File: src/rtl/fetch_unit_pkg.sv
// Shared types and constants for the IF stage of the 16-bit pipelined CPU.
// Consumers pull everything in with import fetch_unit_pkg::*.
package fetch_unit_pkg;

    localparam int INSTR_W = 16;
    localparam logic [15:0] PC_STEP = 16'd2;

    typedef enum logic [1:0] {
        FETCH   = 2'd0,
        HOLD    = 2'd1,
        DISCARD = 2'd2,
        HALTED  = 2'd3
    } fetch_state_t;

    localparam logic [3:0] OP_ADD = 4'h0;
    localparam logic [3:0] OP_SUB = 4'h1;
    localparam logic [3:0] OP_LD  = 4'h8;
    localparam logic [3:0] OP_ST  = 4'h9;
    localparam logic [3:0] OP_BEQ = 4'hC;
    localparam logic [3:0] OP_JMP = 4'hD;
    localparam logic [3:0] OP_HLT = 4'hF;

    function automatic logic [3:0] opcode_of(input logic [INSTR_W-1:0] instr);
        return instr[INSTR_W-1 -: 4];
    endfunction

endpackage

File: src/rtl/fetch_unit_if.sv
// Instruction-memory request/response bus between the fetch stage and imem.
// The fetch unit is the master; the memory (or a bench model) is the slave.
interface fetch_unit_if;
    import fetch_unit_pkg::*;

    logic               rd_en;
    logic [15:0]        addr;
    logic [INSTR_W-1:0] data;
    logic               valid;

    modport master (output rd_en, output addr, input data, input valid);
    modport slave  (input rd_en, input addr, output data, output valid);

endinterface

File: src/rtl/fetch_unit_if_id_reg.sv
// IF/ID pipeline register: flush beats load, otherwise contents hold.
// The fall-through address is stored alongside the PC for the PC-control stage.
module if_id_reg
    import fetch_unit_pkg::*;
(
    input  logic               clk,
    input  logic               rst_n,
    input  logic               ld,
    input  logic               flush,
    input  logic [INSTR_W-1:0] d_instr,
    input  logic [15:0]        d_pc,
    output logic               valid,
    output logic [INSTR_W-1:0] instr,
    output logic [15:0]        pc,
    output logic [15:0]        pc_plus2
);

    always_ff @(posedge clk) begin
        if (!rst_n) begin
            valid    <= 1'b0;
            instr    <= '0;
            pc       <= '0;
            pc_plus2 <= '0;
        end else if (flush) begin
            valid <= 1'b0;
        end else if (ld) begin
            valid    <= 1'b1;
            instr    <= d_instr;
            pc       <= d_pc;
            pc_plus2 <= d_pc + PC_STEP;
        end
    end

endmodule

File: src/rtl/fetch_unit.sv
// IF stage: PC register, imem request FSM and IF/ID load control.
// Optional build macro FETCH_PERF_CNT_EN adds a saturating fetch_cnt output.
module fetch_unit
    import fetch_unit_pkg::*;
#(
    parameter logic [15:0] RESET_PC = 16'h0000,
    parameter logic [3:0]  HALT_OP  = OP_HLT
`ifdef FETCH_PERF_CNT_EN
    ,
    parameter int          CNT_W    = 16
`endif
) (
    input  logic               clk,
    input  logic               rst_n,
    input  logic               redirect,
    input  logic [15:0]        next_pc,
    input  logic               stall,
    fetch_unit_if.master       imem,
    output logic               if_valid,
    output logic [INSTR_W-1:0] if_instr,
    output logic [15:0]        if_pc,
    output logic [15:0]        if_pc_plus2,
    output logic               halted
`ifdef FETCH_PERF_CNT_EN
    ,
    output logic [CNT_W-1:0]   fetch_cnt
`endif
);

    fetch_state_t       state_reg, state_next;
    logic [15:0]        pc_reg, pc_next;
    logic [INSTR_W-1:0] buf_reg, buf_next;
    logic               ld, flush;
    logic [INSTR_W-1:0] ld_instr;
    logic [15:0]        target;
    logic               unused_next_pc_lsb;

    assign target             = {next_pc[15:1], 1'b0};
    assign unused_next_pc_lsb = next_pc[0];

    always_ff @(posedge clk) begin
        if (!rst_n) begin
            state_reg <= FETCH;
            pc_reg    <= RESET_PC;
            buf_reg   <= '0;
        end else begin
            state_reg <= state_next;
            pc_reg    <= pc_next;
            buf_reg   <= buf_next;
        end
    end

    always_comb begin
        state_next = state_reg;
        pc_next    = pc_reg;
        buf_next   = buf_reg;
        ld         = 1'b0;
        flush      = 1'b0;
        ld_instr   = imem.data;
        case (state_reg)
            FETCH: begin
                if (redirect) begin
                    // A request still in flight must be drained before refetching.
                    pc_next = target;
                    flush   = 1'b1;
                    if (!imem.valid) state_next = DISCARD;
                end else if (imem.valid) begin
                    if (!stall) begin
                        ld = 1'b1;
                        if (opcode_of(imem.data) == HALT_OP) state_next = HALTED;
                        else                                 pc_next    = pc_reg + PC_STEP;
                    end else begin
                        buf_next   = imem.data;
                        state_next = HOLD;
                    end
                end else if (!stall) begin
                    flush = 1'b1;
                end
            end
            HOLD: begin
                if (redirect) begin
                    pc_next    = target;
                    flush      = 1'b1;
                    state_next = FETCH;
                end else if (!stall) begin
                    ld       = 1'b1;
                    ld_instr = buf_reg;
                    if (opcode_of(buf_reg) == HALT_OP) begin
                        state_next = HALTED;
                    end else begin
                        pc_next    = pc_reg + PC_STEP;
                        state_next = FETCH;
                    end
                end
            end
            DISCARD: begin
                flush = 1'b1;
                if (redirect)   pc_next    = target;
                if (imem.valid) state_next = FETCH;
            end
            HALTED: begin
                if (!stall) flush = 1'b1;
            end
            default: state_next = FETCH;
        endcase
    end

    assign imem.rd_en = rst_n && (state_reg == FETCH);
    assign imem.addr  = pc_reg;
    assign halted     = (state_reg == HALTED);

    if_id_reg u_if_id (
        .clk      (clk),
        .rst_n    (rst_n),
        .ld       (ld),
        .flush    (flush),
        .d_instr  (ld_instr),
        .d_pc     (pc_reg),
        .valid    (if_valid),
        .instr    (if_instr),
        .pc       (if_pc),
        .pc_plus2 (if_pc_plus2)
    );

`ifdef FETCH_PERF_CNT_EN
    always_ff @(posedge clk) begin
        if (!rst_n)                      fetch_cnt <= '0;
        else if (ld && fetch_cnt != '1)  fetch_cnt <= fetch_cnt + 1'b1;
    end
`endif

endmodule

File: src/flat_wrapper.sv
// flat-port wrapper written by rule: the top's interface ports become plain ports
module fetch_unit_flat import fetch_unit_pkg::*;
#(
    parameter logic [15:0] RESET_PC = 16'h0000,
    parameter logic [3:0]  HALT_OP  = OP_HLT

)
  (clk, rst_n, redirect, next_pc, stall, if_valid, if_instr, if_pc, if_pc_plus2, halted, imem_rd_en, imem_addr, imem_data, imem_valid);
  fetch_unit_if imem_i ();
  input  logic clk;
  input  logic rst_n;
  input  logic redirect;
  input  logic [15:0] next_pc;
  input  logic stall;
  output logic if_valid;
  output logic [INSTR_W-1:0] if_instr;
  output logic [15:0] if_pc;
  output logic [15:0] if_pc_plus2;
  output logic halted;
  output wire logic [$bits(imem_i.rd_en)-1:0] imem_rd_en;
  output wire logic [$bits(imem_i.addr)-1:0] imem_addr;
  input wire logic [$bits(imem_i.data)-1:0] imem_data;
  input wire logic [$bits(imem_i.valid)-1:0] imem_valid;
  assign imem_rd_en = imem_i.rd_en;
  assign imem_addr = imem_i.addr;
  assign imem_i.data = imem_data;
  assign imem_i.valid = imem_valid;
  fetch_unit #(.RESET_PC(RESET_PC), .HALT_OP(HALT_OP)) u_core (.clk(clk), .rst_n(rst_n), .redirect(redirect), .next_pc(next_pc), .stall(stall), .imem(imem_i), .if_valid(if_valid), .if_instr(if_instr), .if_pc(if_pc), .if_pc_plus2(if_pc_plus2), .halted(halted));
endmodule
File: config.mk
export PLATFORM = sky130hd
export DESIGN_NAME = fetch_unit_flat
export DESIGN_NICKNAME = d
export VERILOG_FILES = /design/src/rtl/fetch_unit_pkg.sv /design/src/rtl/fetch_unit_if.sv /design/src/rtl/fetch_unit_if_id_reg.sv /design/src/rtl/fetch_unit.sv /design/src/flat_wrapper.sv
export SDC_FILE = /design/constraint.sdc
export NUM_CORES = 1
export LEC_CHECK = 0
export CAP_MARGIN = 15
export CORE_ASPECT_RATIO = 1.2
export CORE_MARGIN = 2
export CORE_UTILIZATION = 36
export DETAILED_ROUTE_END_ITERATION = 8
export PLACE_DENSITY = 0.6
export SLEW_MARGIN = 20
export SYNTH_ARGS = -nofsm -noshare
export SYNTH_HDL_FRONTEND = slang
export SYNTH_SLANG_ARGS = --single-unit
File: constraint.sdc
create_clock -name clk -period 5.04 [get_ports clk]
set_clock_uncertainty 0.2 [all_clocks]
set_input_delay 1.008 -clock clk [delete_from_list [all_inputs] [get_ports clk]]
set_output_delay 1.008 -clock clk [all_outputs]
set_load 0.005 [all_outputs]
Word level (Yosys, flattened, before mapping):

Cells that the tools add are included.

* reductions and logical operators: 8
* bitwise operators: 3
* order comparisons: 0
* shift operators: 0
* add/sub/neg operators: 1
* mux-type cells: 31
* $mul: 0
* div/mod/pow operators: 0
* equal/unequal tests: 14

Operators by type and width (number)
* $mux 16: 11
* $pmux 16 s3: 1
* $mux 2: 9
* $ne 3x3->1 const B: 6
* $add 16x2->16 const B: 1
* $eq 4x4->1 const B: 2
* $mux 1: 7
* $reduce_and 7->1: 1
* $pmux 2 s3: 1
* $reduce_and 6->1: 1
* $eq 2x2->1 const B: 2
* $ne 2x2->1 const B: 2
* $ne 4x3->1 const B: 1
* $pmux 1 s4: 1
* $not 1->1: 3
* $reduce_and 3->1: 1
* $reduce_bool 3->1: 1
* $eq 2x1->1 const B: 1
* $logic_not 2->1: 1
* $pmux 1 s2: 1
* $reduce_and 2->1: 1
* $reduce_or 2->1: 1
* $logic_and 1x1->1: 1

* bits in latches: 0
* logic and storage cells: 64
* output and inout port bits: 67
* bits in writable memories: 0
* bits of input ports: 37
* flip-flop bits (word level): 83
* memories: 0
* memory bits (read-only): 0

Depth between registers and ports, before layout:

* depth in word-level cells: 6
* mapped depth: 9
* gate-level depth less buffers: 7

Cells and area by module:

A second synthesis with hierarchy kept.

* cell total of the unflattened synthesis: 488
* area, all modules: 4043.9 um^2

Modules (own cells, without submodules)
* fetch_unit: cells each 255, times used 1, seq. area each 660.6 um^2, area an instance 2058.2 um^2
* if_id_reg: cells each 233, times used 1, seq. area each 960.9 um^2, area an instance 1985.7 um^2

Worst setup path before layout:

No wires, ideal clock.

* path type: input to output
* start: input rst_n
* end: output imem_rd_en
* slack: 2.144 ns
* arrival time: 1.688 ns
* stages: 3
* required time: 3.832 ns
* path buffers: 2
* cell sequence: clkbuf_1 clkbuf_1 and2_1

* word-level cells in the longest chain between the ends: 1

Ends and longest elaborated chain
* start, declared: line flat_wrapper.sv:11 `input logic rst_n;`
* $logic_and 1x1->1: line fetch_unit.sv:108 `assign imem.rd_en = rst_n && (state_reg == FETCH);`
* end, declared: line flat_wrapper.sv:20 `output wire logic [$bits(imem_i.rd_en)-1:0] imem_rd_en;`

No other way between the ends.

Worst setup path in the final report:

Same ends and word-level chain as after synthesis.

==> impl_metrics.toml <==
[sta]
post-route-min-period_ns = 3.57
setup_tns_ns = 0
relative_slew_slack = 0.318
rsz0062_at_grt = "false"
timing.final.crit_share = 0.709
worstMarginPinSlew_ns = 1.02
slew_violations = 0
achievable-frequency_ghz = 0.280
setup-violations-final = 0
timing_hold_violations_final = 0
hold_slack_ns = 0.254
fin_ws_ns = 1.47

[global_route]
overflow = 0
grt_start_max_net_pins = 52
via_count_of_the_first_global_routing_pass = 3335
grt_usage = 0.180
wire_length_of_the_first_global_routing_pass_mm = 16.6
grt_antenna_before_repair = 0

[setup_path]
critical_path_end_type = "primary output"
path_max_fanout = 19
timing.critical_path.required_ns = 3.83
timing.critical_path.slowest_cell_delay_ns = 0.49
crit_path_start_kind = "primary input"
timing.setup.critical_path_class = "primary input to primary output"
setup.reg_to_reg.worst_slack_ns = 2.24
crit_path_top_delay_cell = "sky130_fd_sc_hd__clkdlybuf4s50_1"
cpMostUsedCell = "sky130_fd_sc_hd__clkdlybuf4s50_1"
critical_path_arrival_ns = 2.37
worstPathCellList = "clkdlybuf4s50_1 > buf_4 > and2_1 > clkdlybuf4s50_1"

[clock_network]
cts-buffers-inserted = 9
cts-hold-fix-buffers = 0
cts_repair_resize_count = 0
clk_root_buffer_cell = "sky130_fd_sc_hd__clkbuf_16"
clock-sinks = 80
worst_setup_hold_path_clk_slew_ns = 0.06
insertion_delay_ns = 0.33
cts-root-to-sink-buffers = 2
cts_setup_buffers = 0
h-tree-depth = 3
tritoncts_clock_tree = "built"

[floorplan]
fp.coreArea_um2 = 10100
fp.dieArea_um2 = 11300
die_h_um = 116
num_rows = 40
starting_utilization_of_the_core_area = 0.374
boundaryPins = 104
floorplan.die.width_um = 97.5

[logic_synthesis]
synth_area_per_cell_um2 = 8.38
synth_adder_area_share = 0.0199
synth_instances = 451
yosysSeqAreaShare = 0.424
yosys-mux-area-fraction = 0.0477
yosys_register_bits = 80
synthesized_cell_area_um2 = 3780
synth_edf_count = 0
synth-xor-area-share = 0.0301
synthesis.yosys.warnings = 0
combinational_family_with_the_most_area_after_synthesis = "compound AO/OA/AOI/OAI gates"
synth_cell_types = 47
synth-compound-area-share = 0.217
synthSimpleGateAreaFrac = 0.194
synthArstFlopShare = 0
dominantRegCellSynth = "sky130_fd_sc_hd__dfxtp_1"

[routing]
vias = 3414
wl_met2_mm = 4.93
route.detailed.wl_per_inst_um = 15.5
ant_nets = 0
route.detailed.vias_per_inst = 5.20
drt-met1-wl_mm = 4.45
wirelength_mm = 10.2
drt_iter0_drc = 157
route.top_layer_used = "met4"
detail_route.drc_violations = 0
first_pass_iters = 4
wl_met3_um = 634

[placed_design]
rd_place_congestion = 0.758
place_hpwl_mm = 6.93
place.port_buffers = 99
place_ws_ns = 1.28

[power]
ir_drop_uv = 189
static-leakage-power_nw = 1.71
powerDensity_nw_per_um2 = 393

[finish]
antenna_cells_inserted = 0
fraction_of_layout_instances_using_a_drive_strength_above_1 = 0.0791
nNetsFinal = 569
filler_cell_count = 986
layout.core_utilization = 0.508
area_growth_pct = 35.9

[run_status]
outcome = "complete, no violations"

[hold_path]
hold_path.class = "flop to flop"

[flow_run]
maxCapViolCount = 0
## cell families after synthesis
family	count (synthesis)
mux	18
buf+inv	49
simple gates	169
xor+xnor	13
compound gates	115
flops	80
fa+ha+maj	6
other cells	1
## cells in the mapped netlist (5+ instances only)
library cell	count	area [um^2]
sky130_fd_sc_hd__buf_4	7	52.6
sky130_fd_sc_hd__dfxtp_1	80	1600
sky130_fd_sc_hd__mux2i_1	18	180
sky130_fd_sc_hd__nand2_1	87	327
sky130_fd_sc_hd__o21ai_0	5	25.0
sky130_fd_sc_hd__nor3_1	7	35.0
sky130_fd_sc_hd__xor2_1	8	70.1
sky130_fd_sc_hd__clkbuf_1	20	75.1
sky130_fd_sc_hd__buf_2	10	50.1
sky130_fd_sc_hd__a211oi_2	14	175
sky130_fd_sc_hd__a211oi_1	16	120
sky130_fd_sc_hd__a21oi_1	49	245
sky130_fd_sc_hd__and4_1	5	43.8
sky130_fd_sc_hd__nand4_1	6	37.5
sky130_fd_sc_hd__xnor2_1	5	43.8
sky130_fd_sc_hd__inv_1	6	22.5
sky130_fd_sc_hd__nor2_1	42	158
sky130_fd_sc_hd__ha_1	6	75.1
sky130_fd_sc_hd__o31ai_1	5	37.5
sky130_fd_sc_hd__nand3_1	7	35.0
## worst max-delay path: cells and delay by family
kind / cells / cell delay (ns)
AND/OR/NAND/NOR: 1 / 0.17
buffers and inverters: 3 / 1.18
## layout make-up
class,count,area (um^2),area share
Tap cell,126,158,0.0307
Clock buffer,12,256,0.0499
Sequential cell,80,1600,0.312
Timing Repair Buffer,105,1050,0.204
Clock inverter,4,98.8,0.0192
Inverter,6,22.5,0.00438
Multi-Input combinational cell,324,1950,0.380
## per-layer routing
layer / GRT usage / vias up
li1: - / 1714
met1: 0.219 / 1582
met2: 0.318 / 103
met3: 0.0413 / 15
met4: 0.0593 / 0
met5: 0 / -
## through the flow
| step | power (W) | cells | area, um^2 |
|---|---|---|---|
| 2_1_floorplan | 0.00106 | 453 | 3790 |
| 3_3_place_gp | 0.00126 | 641 | 4770 |
| 3_5_place_dp | 0.00126 | 641 | 4770 |
| 4_1_cts | 0.00204 | 657 | 5130 |
| 5_1_grt | 0.00212 | 657 | 5140 |
| 6_report | 0.00202 | 657 | 5140 |
## layout by cell type (no fill, tap or decap), types with 6 or more instances in the layout
cell type / n
sky130_fd_sc_hd__clkdlybuf4s50_1: 99
sky130_fd_sc_hd__nand2_1: 87
sky130_fd_sc_hd__dfxtp_1: 80
sky130_fd_sc_hd__a21oi_1: 49
sky130_fd_sc_hd__nor2_1: 42
sky130_fd_sc_hd__mux2i_1: 18
sky130_fd_sc_hd__a211oi_1: 16
sky130_fd_sc_hd__a211oi_2: 14
sky130_fd_sc_hd__clkbuf_16: 9
sky130_fd_sc_hd__xor2_1: 8
sky130_fd_sc_hd__nor3_1: 7
sky130_fd_sc_hd__nand3_1: 7
sky130_fd_sc_hd__nand4_1: 6
sky130_fd_sc_hd__ha_1: 6
## power by group
group	switching, W	leakage, nW	internal (W)	total, W
clock	0.000253	0.173	0.000513	0.000766
sequential	0.0000732	0.650	0.000696	0.000769
combinational	0.000241	0.887	0.000242	0.000483
## worst paths after layout
path / cells after the start / endpoint / start
worst min register to register: 2 / u_core.u_if_id.pc_plus2[2]$_SDFFE_PN0P_ / u_core.u_if_id.pc_plus2[2]$_SDFFE_PN0P_
worst max-delay path: 4 / imem_rd_en / rst_n
worst min-delay path: 2 / u_core.u_if_id.pc_plus2[2]$_SDFFE_PN0P_ / u_core.u_if_id.pc_plus2[2]$_SDFFE_PN0P_
worst max register to register: 8 / u_core.u_if_id.pc_plus2[7]$_SDFFE_PN0P_ / u_core.state_reg[0]$_SDFFE_PN0P_
Power figures use the tool's default switching activity.
